File: config.mk
export PLATFORM = sky130hd
export DESIGN_NAME = dmem_store_responder
export DESIGN_NICKNAME = d
export VERILOG_FILES = /design/src/rtl/dmem_pkg.sv /design/src/rtl/store_buffer_fifo.sv /design/src/rtl/dmem_store_responder.sv
export SDC_FILE = /design/constraint.sdc
export NUM_CORES = 2
export LEC_CHECK = 0
export BUFFER_PORTS_ARGS = -buffer_cell sky130_fd_sc_hd__buf_4
export CAP_MARGIN = 15
export CORE_MARGIN = 2
export CORE_UTILIZATION = 43
export CTS_CLUSTER_DIAMETER = 200
export DETAILED_ROUTE_END_ITERATION = 8
export GPL_ROUTABILITY_DRIVEN = 0
export GPL_TIMING_DRIVEN = 0
export PLACE_DENSITY = 0.54
export SLEW_MARGIN = 10
export SYNTH_ARGS = -nofsm -noshare
export SYNTH_HDL_FRONTEND = slang
export SYNTH_SLANG_ARGS = --single-unit
File: constraint.sdc
create_clock -name clk -period 5.8 [get_ports clk]
set_input_delay 0.58 -clock clk [delete_from_list [all_inputs] [get_ports clk]]
set_output_delay 0.58 -clock clk [all_outputs]
set_load 0.01 [all_outputs]
File: src/rtl/dmem_pkg.sv
// Shared types and helpers for the data-memory store responder and its store buffer.
package dmem_pkg;

    localparam int         WIDX_W  = 30;
    localparam logic [3:0] BE_FULL = 4'hF;

    typedef struct packed {
        logic [WIDX_W-1:0] word_idx;
        logic [31:0]       wdata;
        logic [3:0]        be;
    } sb_entry_t;

    function automatic logic [31:0] apply_be(input logic [31:0] old_w,
                                             input logic [31:0] new_w,
                                             input logic [3:0]  be);
        logic [31:0] res;
        for (int b = 0; b < 4; b++) begin
            res[b*8 +: 8] = be[b] ? new_w[b*8 +: 8] : old_w[b*8 +: 8];
        end
        return res;
    endfunction

endpackage

File: src/rtl/store_buffer_fifo.sv
// Circular FIFO of posted stores with an associative lookup that reports the
// newest entry holding a given word index.
module store_buffer_fifo
    import dmem_pkg::*;
#(
    parameter  int SB_DEPTH = 4,
    localparam int PTR_W    = $clog2(SB_DEPTH),
    localparam int CNT_W    = PTR_W + 1
) (
    input  logic              clk,
    input  logic              reset,
    input  logic              push_i,
    input  sb_entry_t         push_entry_i,
    input  logic              pop_i,
    input  logic [WIDX_W-1:0] lookup_idx_i,
    output sb_entry_t         head_o,
    output logic [CNT_W-1:0]  count_o,
    output logic              empty_o,
    output logic              match_o,
    output sb_entry_t         youngest_o
);

    sb_entry_t        ent_q [SB_DEPTH];
    logic [PTR_W-1:0] head_q, tail_q;
    logic [CNT_W-1:0] count_q, count_d;
    logic             empty_q;
    logic [PTR_W-1:0] slot;

    assign count_d = count_q + CNT_W'(push_i) - CNT_W'(pop_i);

    always_ff @(posedge clk) begin
        if (!reset) begin
            head_q  <= '0;
            tail_q  <= '0;
            count_q <= '0;
            empty_q <= 1'b1;
        end else begin
            if (push_i) tail_q <= tail_q + PTR_W'(1);
            if (pop_i)  head_q <= head_q + PTR_W'(1);
            count_q <= count_d;
            empty_q <= (count_d == '0);
        end
    end

    always_ff @(posedge clk) begin
        if (push_i) ent_q[tail_q] <= push_entry_i;
    end

    // Walk oldest to newest so the last hit is the youngest matching store.
    always_comb begin
        match_o    = 1'b0;
        youngest_o = '0;
        slot       = '0;
        for (int i = 0; i < SB_DEPTH; i++) begin
            slot = head_q + PTR_W'(i);
            if (CNT_W'(i) < count_q && ent_q[slot].word_idx == lookup_idx_i) begin
                match_o    = 1'b1;
                youngest_o = ent_q[slot];
            end
        end
    end

    assign head_o  = ent_q[head_q];
    assign count_o = count_q;
    assign empty_o = empty_q;

endmodule

File: src/rtl/dmem_store_responder.sv
// Memory-side load/store responder: posted store buffer with forwarding in front
// of a single-port word RAM that absorbs buffered stores in otherwise idle cycles.
module dmem_store_responder
    import dmem_pkg::*;
#(
    parameter int DEPTH_WORDS = 64,
    parameter int SB_DEPTH    = 4
) (
    input  logic        clk,
    input  logic        reset,
    input  logic        req_valid,
    input  logic        req_write,
    input  logic [31:0] req_addr,
    input  logic [31:0] req_wdata,
    input  logic [3:0]  req_be,
    output logic        req_ready,
    output logic        rsp_valid,
    output logic [31:0] rsp_rdata,
    output logic        rsp_err,
    output logic        sb_empty
);

    localparam int IDX_W = $clog2(DEPTH_WORDS);
    localparam int CNT_W = $clog2(SB_DEPTH) + 1;

    logic [WIDX_W-1:0] word_idx;
    logic              in_range, full, hazard, accept, push, pop, match;
    sb_entry_t         head, youngest, push_entry;
    logic [CNT_W-1:0]  count;
    logic [IDX_W-1:0]  head_idx;
    logic [31:0]       load_data;
    logic [31:0]       ram_q [DEPTH_WORDS];
    logic              rsp_valid_q, rsp_err_q;
    logic [31:0]       rsp_rdata_q;
    logic              unused_bits;

    assign word_idx   = req_addr[31:2];
    assign in_range   = word_idx < WIDX_W'(DEPTH_WORDS);
    assign full       = (count == CNT_W'(SB_DEPTH));
    assign hazard     = match && (youngest.be != BE_FULL);
    assign push_entry = '{word_idx: word_idx, wdata: req_wdata, be: req_be};
    assign head_idx   = head.word_idx[IDX_W-1:0];
    assign unused_bits = ^{req_addr[1:0], head.word_idx[WIDX_W-1:IDX_W]};

    always_comb begin
        req_ready = 1'b0;
        if (reset) req_ready = req_write ? !full : !hazard;
    end

    assign accept = req_valid && req_ready;
    assign push   = accept && req_write && in_range;
    // Draining only in cycles the processor leaves unused keeps the RAM single-ported.
    assign pop    = reset && !accept && (count != '0);

    store_buffer_fifo #(.SB_DEPTH(SB_DEPTH)) u_sb (
        .clk          (clk),
        .reset        (reset),
        .push_i       (push),
        .push_entry_i (push_entry),
        .pop_i        (pop),
        .lookup_idx_i (word_idx),
        .head_o       (head),
        .count_o      (count),
        .empty_o      (sb_empty),
        .match_o      (match),
        .youngest_o   (youngest)
    );

    always_comb begin
        load_data = '0;
        if (in_range) load_data = match ? youngest.wdata : ram_q[word_idx[IDX_W-1:0]];
    end

    always_ff @(posedge clk) begin
        if (pop) ram_q[head_idx] <= apply_be(ram_q[head_idx], head.wdata, head.be);
    end

    always_ff @(posedge clk) begin
        if (!reset) begin
            rsp_valid_q <= 1'b0;
            rsp_err_q   <= 1'b0;
            rsp_rdata_q <= '0;
        end else begin
            rsp_valid_q <= accept && !req_write;
            rsp_err_q   <= accept && !in_range;
            if (accept && !req_write) rsp_rdata_q <= load_data;
        end
    end

    assign rsp_valid = rsp_valid_q;
    assign rsp_err   = rsp_err_q;
    assign rsp_rdata = rsp_rdata_q;

endmodule

# --- Word level (Yosys, flattened, before mapping) ---
# Memory sizes are Yosys's and may differ from the RTL's. A register that Yosys moved wholly into a read port is not among the register bits.
# Index checks and enable logic that the tools add are counted.
word_totals:
  reg_bits: 42
  mem_bits_rw: 2312
  in_bits: 72
  output_inout_bits: 36
  elab_cells: 75
  memories: 2
classes:
  addsub: 6
  n_lt_le_gt_ge: 5
  eq_ne: 10
  mux: 22
  n_reduce_logical: 23
memory_table:
  columns: ["memory", "depth", "width", "rd", "rd_clocked_by_memory_dff", "write_ports", "line", "source"]
  rows:
  - ["ram_q", 64, 32, 1, 0, 1, "dmem_store_responder.sv:32", "logic [31:0] ram_q [DEPTH_WORDS];"]
  - ["u_sb.ent_q", 4, 66, 4, 1, 1, "store_buffer_fifo.sv:23", "sb_entry_t ent_q [SB_DEPTH];"]
op_table:
  columns: ["op", "count"]
  rows:
  - ["$mux W36", 4]
  - ["$eq A30 B30 Y1", 4]
  - ["$mux W32", 2]
  - ["$mux W8", 4]
  - ["$lt A30 B7 Y1 const B", 1]
  - ["$logic_and A1 B1 Y1", 12]
  - ["$mux W1", 10]
  - ["$reduce_and A2 Y1", 4]
  - ["$lt A1 B3 Y1 const A", 2]
  - ["$lt A2 B3 Y1 const A", 2]
  - ["$logic_not A1 Y1", 5]
  - ["$add A2 B1 Y2 const B", 2]
  - ["$add A2 B2 Y2 const B", 2]
  - ["$mux W2", 2]
  - ["$ne A1 B1 Y1 const B", 4]
  - ["$ne A4 B4 Y1 const B", 1]
  - ["$add A3 B1 Y3", 1]
  - ["$eq A3 B3 Y1 const B", 1]
  - ["$logic_not A3 Y1", 1]
  - ["$reduce_bool A3 Y1", 1]
  - ["$sub A3 B1 Y3", 1]

# --- Logic depth before layout (Yosys ltp) ---
# An unclocked memory read counts as a cell.
logic_depth:
  word_depth: 19
  depth_mapped: 26
  mapped_depth_nobuf: 18

# --- Cells and area by module ---
# From an unflattened synthesis, not the netlist that was laid out.
hier_totals:
  hier_cells: 5476
  hier_area_um2: 101119.5
modules_own_cells:
  columns: ["mod", "instances", "cells_per_inst", "area_per_inst_um2", "seq_area_each_um2"]
  rows:
  - ["dmem_store_responder", 1, 3954, 81673.3, 62179.6]
  - ["store_buffer_fifo", 1, 1522, 19446.2, 8127.8]

# --- Worst setup path after synthesis ---
# OpenSTA, ideal clock, no wires.
synth_path:
  path_type: "flip-flop to flip-flop"
  start: "register u_sb.head_q[1]"
  end: "register u_sb.count_q[2] (netlist: u_sb.count_o[2])"
  setup_time_ns: 0.115
  t_arrival_ns: 4.601
  required_ns: 5.685
  slack_ns: 1.084
  path_stages_with_launch: 26
  n_path_buf: 8
  period_less_slack_ns: 4.716
  path_cell_list: "dfxtp_1 buf_6 buf_6 buf_6 buf_6 mux2_1 a222oi_1 nand3_1 a211o_1 nor4_2 and4bb_1 buf_4 a31oi_1 o32a_4 or2_1 buf_6 buf_6 buf_6 inv_2 ha_1 inv_1 ha_1 inv_1 fa_1 xor2_1 and2_1"
synth_between:
  elab_chain_cells: 17
  elab_cells_between_ends: 29
  cone_classes: "add/sub (5); eq/ne (4); mux (8); reduce/logical (11); memory (1)"
synth_lines:
  columns: ["element", "line", "source"]
  rows:
  - ["start, declared", "store_buffer_fifo.sv:24", "logic [PTR_W-1:0] head_q, tail_q;"]
  - ["start signal, assigned", "store_buffer_fifo.sv:39", "if (pop_i) head_q <= head_q + PTR_W'(1);"]
  - ["$add A2 B1 Y2", "store_buffer_fifo.sv:55", "slot = head_q + PTR_W'(i);"]
  - ["$mem_v2 Z4 W66 (*)", null, null]
  - ["$eq A30 B30 Y1", "store_buffer_fifo.sv:56", "if (CNT_W'(i) < count_q && ent_q[slot].word_idx == lookup_idx_i) begin"]
  - ["$logic_and A1 B1 Y1", "store_buffer_fifo.sv:56", null]
  - ["$mux W36 (3 in series)", "store_buffer_fifo.sv:56", null]
  - ["$ne A4 B4 Y1", "dmem_store_responder.sv:40", "assign hazard = match && (youngest.be != BE_FULL);"]
  - ["$logic_and A1 B1 Y1 (*)", "dmem_store_responder.sv:40", null]
  - ["$logic_not A1 Y1 (*)", "dmem_store_responder.sv:47", "if (reset) req_ready = req_write ? !full : !hazard;"]
  - ["$mux W1 (*) (2 in series)", "dmem_store_responder.sv:47", null]
  - ["$logic_and A1 B1 Y1 (*)", "dmem_store_responder.sv:50", "assign accept = req_valid && req_ready;"]
  - ["$logic_and A1 B1 Y1 or $logic_not A1 Y1 (tied branches)", "dmem_store_responder.sv:51, dmem_store_responder.sv:53", null]
  - ["$logic_and A1 B1 Y1 (on tied branches)", "dmem_store_responder.sv:51, dmem_store_responder.sv:53", null]
  - ["$add A3 B1 Y3 or $logic_and A1 B1 Y1 (tied branches)", "store_buffer_fifo.sv:29, dmem_store_responder.sv:53", null]
  - ["$sub A3 B1 Y3 (*)", "store_buffer_fifo.sv:29", "assign count_d = count_q + CNT_W'(push_i) - CNT_W'(pop_i);"]
  - ["end signal, assigned", "store_buffer_fifo.sv:40", "count_q <= count_d;"]
  - ["end, declared", "store_buffer_fifo.sv:25", "logic [CNT_W-1:0] count_q, count_d;"]
# Mark *: on every way between the ends. The rest lies on a longest branch, timed or not.
# A chain may end at the register's enable or synchronous reset.

# --- Final worst setup path ---
layout_path:
  start: "input req_addr[5]"
  end: "register rsp_rdata_q[5] (netlist: rsp_rdata[5])"
layout_between:
  elab_chain_cells: 13
  elab_cells_between_ends: 27
  cone_classes: "order compare (1); eq/ne (5); mux (12); reduce/logical (8); memory (1)"
layout_lines:
  columns: ["element", "line", "source"]
  rows:
  - ["start, declared", "dmem_store_responder.sv:13", "input logic [31:0] req_addr,"]
  - ["$eq A30 B30 Y1", "store_buffer_fifo.sv:56", null]
  - ["$logic_and A1 B1 Y1", "store_buffer_fifo.sv:56", null]
  - ["$mux W36 (4 in series)", "store_buffer_fifo.sv:56", null]
  - ["$ne A4 B4 Y1", "dmem_store_responder.sv:40", null]
  - ["$logic_and A1 B1 Y1", "dmem_store_responder.sv:40", null]
  - ["$logic_not A1 Y1", "dmem_store_responder.sv:47", null]
  - ["$mux W1 (2 in series)", "dmem_store_responder.sv:47", null]
  - ["$logic_and A1 B1 Y1", "dmem_store_responder.sv:50", null]
  - ["$logic_and A1 B1 Y1", "dmem_store_responder.sv:86", "if (accept && !req_write) rsp_rdata_q <= load_data;"]
  - ["end signal, assigned", "dmem_store_responder.sv:86", null]
  - ["end, declared", "dmem_store_responder.sv:34", "logic [31:0] rsp_rdata_q;"]
# Parallel ways exist; a longest one is shown, timed or not.

==> flow_summary.ini <==
[routing]
drt_iter0_drc = 7867
routed_via_density = 6.40
ant_nets = 0
drt_pre_antenna_iters = 8
vias = 55100
wl_per_cell_um = 39.5
route.detailed.drc = 0
wl_um = 340000

[floorplanning]
core-area_um2 = 229000
row_count = 176
io_pins = 108
dieArea_um2 = 234000
die_h_um = 483
die_w_um = 483
start_util = 0.431

[pwr]
power_switching_w = 0.0121
power_density_nw_per_um2 = 376
p_int_w = 0.0314
swShare = 0.279
p_leak_nw = 35.6
clock_power_share = 0.362
p_seq_frac = 0.463
combPwrFrac = 0.176
vdd_drop_max_mv = 0.278

[clocking]
clockBufferDepth = 3
cts-root-buf = clkbuf_16
cts_sinks = 2356
cts_inserted_buffers = 241
h-tree-depth = 4
clkTransAtPathRegs_ns = 0.06
tritoncts = done
insertion_delay_ns = 0.93

[timing]
setup_viol = 0
drv_slew = 0
worst_clock_skew_ns = 0.0571
post-route-period-util = 0.995
hold_viol = 0
slew-limit-headroom = 0.0764
period_minus_slack_ns = 5.77
finalSetupTns_ns = 0
fmax_ghz = 0.173
worst_pin_slew_ns = 1.39
rsz0062_at_grt = yes
fin_hold_ws_ns = 0.0527

[grt]
grt_max_degree = 66
met3_usage = 0.0699
grt-ovfl-total = 0
grtUsageMet1 = 0.389
top_usage_layer = met2
grtUsageTotal = 0.289
grt_pass1_vias = 53700
antenna_found_initial = 14
use_met2 = 0.457
grt_pass1_wl_um = 460000

[cells_and_area]
fill_cells = 18300
final_cell_mix = edfxtp_1 (2312), mux4_2 (781), nor3_2 (245)
nets = 5453
layout-drive-gt1-share = 0.352
final_common_cell = edfxtp_1
area_growth_syn_to_layout_pct = 17.0

[synthesis]
ys_seq_elements = 2356
yosysSeqAreaShare = 0.711
synth_async_sr_flop_share = 0
synth_edf_count = 2312
synthCells = 4764
ys_types = 78
avgSynthCellArea_um2 = 20.8
synth_nets = 4845
yosysWarnings = 0
ys.flop_type = edfxtp_1
synthesis.area_um2 = 98900

[setup_path]
cp_max_fo = 10
path_class = input port to flip-flop
critPathLaunchType = input port
required_ns = 6.59
end_kind = flip-flop
arrival_ns = 6.57

[hold_path]
hold_path.class = input port to flip-flop

[status]
status = complete, no violations

[placed_design]
port_buffers = 104
dp_hpwl_um = 239000

[flow_run]
max_cap_viol_count = 0
[synthesized netlist by cell type, drive strengths merged (26+ instances only)]
master | instances | share of area
a21oi | 27 | 0.0014
a22o | 51 | 0.0045
buf | 150 | 0.0091
clkbuf | 194 | 0.0074
dfxtp | 44 | 0.0089
edfxtp | 2312 | 0.70
inv | 26 | 0.00099
mux2 | 26 | 0.0030
mux2i | 167 | 0.017
mux4 | 797 | 0.18
nand2 | 178 | 0.0068
nand3 | 36 | 0.0018
nor2 | 36 | 0.0014
nor3 | 271 | 0.019
o21ai | 58 | 0.0029
o22ai | 26 | 0.0016
xnor2 | 101 | 0.0089
[timing repair]
| action | in CTS | in global routing |
|---|---|---|
| hold buffers | 68 | 0 |
| pin swaps | 12 | 12 |
| gates cloned | 0 | 0 |
| setup buffers | 9 | 3 |
| gates resized for setup | 96 | 31 |
| endpoints found under the setup margin | 2085 | 502 |
| hold endpoints to repair | 266 | 0 |
[layout make-up]
type,count,area [um2],share of cell area
diodes,5,12.5,0.000108
plain buffers,341,1890,0.0164
clock buffers,308,6360,0.0549
clock inverters,140,1570,0.0136
inverters,27,109,0.000941
multi-input cells,2037,28000,0.242
flip-flops and latches,2356,70300,0.608
well taps,3026,3790,0.0327
repair buffers,368,3660,0.0317
[registers in the layout, summed over array words and instances, names as in the netlist, named ones only]
name          count
rsp_valid         1
rsp_err           1
u_sb.head_q       2
u_sb.count_o      3
u_sb.tail_q       2
ram_q          2048
rsp_rdata        32
u_sb.ent_q      264
u_sb.empty_o      1
[power by group through the flow]
| stage | Combinational [W] | Clock [W] | Sequential (W) |
|---|---|---|---|
| floorplan | 0.00401 | 0 | 0.0205 |
| detailed placement | 0.00724 | 0 | 0.0205 |
| CTS | 0.00744 | 0.0159 | 0.0202 |
| finish | 0.00765 | 0.0157 | 0.0202 |
| global placement | 0.00672 | 0 | 0.0206 |
| global route | 0.00790 | 0.0166 | 0.0202 |
[worst paths after layout]
kind                   from       endpoint  depth (start not counted)  slack [ns]
max reg2reg  u_sb.head_q[1]   u_sb.empty_o                         25        0.04
min                   reset   u_sb.empty_o                          2        0.05
max             req_addr[5]   rsp_rdata[5]                         11        0.03
min reg2reg   rsp_rdata[29]  rsp_rdata[29]                          1        0.48
[critical path, cell delays in order]
cell      delay, ns
buf_4          0.15
buf_1          0.72
clkbuf_2       0.69
clkbuf_2       0.65
clkbuf_2       0.79
clkbuf_1       1.00
mux2i_1        0.70
nand2_1        0.15
o21ai_1        0.52
a221oi_1       0.30
a22o_1         0.26
[through the flow]
step,worst slack (ns),cell area [um2],util,instances,power (W)
finish,0.0267,116000,0.505,8608,0.0435
global route,-0.0274,116000,0.505,8604,0.0446
CTS,0.00558,116000,0.504,8599,0.0435
detailed placement,-1.56,106000,0.464,8076,0.0278
global placement,-2.19,103000,0.451,7894,0.0273
floorplan,1.08,98900,-,4764,0.0245
[layer usage]
layer  up-vias  share of wire
met3       609          0.093
li1      21400              -
met1     29900           0.39
met2      3163           0.47
met4        10          0.041
met5         -        0.00019
[cell families (layout without fill, tap and decap cells)]
| logic type | count (synthesis) | in the layout | synth area share |
|---|---|---|---|
| DFF | 2356 | 2356 | 0.711 |
| muxes | 990 | 990 | 0.201 |
| and+or+nand+nor | 640 | 640 | 0.0377 |
| buffers and inverters | 371 | 1184 | 0.0175 |
| AOI/OAI and AO/OA | 279 | 279 | 0.0204 |
| xor gates and xnor gates | 119 | 119 | 0.0105 |
| adders and majority gates | 9 | 9 | 0.00122 |
| other | 0 | 5 | 0 |
No activity file was read; power rests on OpenSTA's default activity.
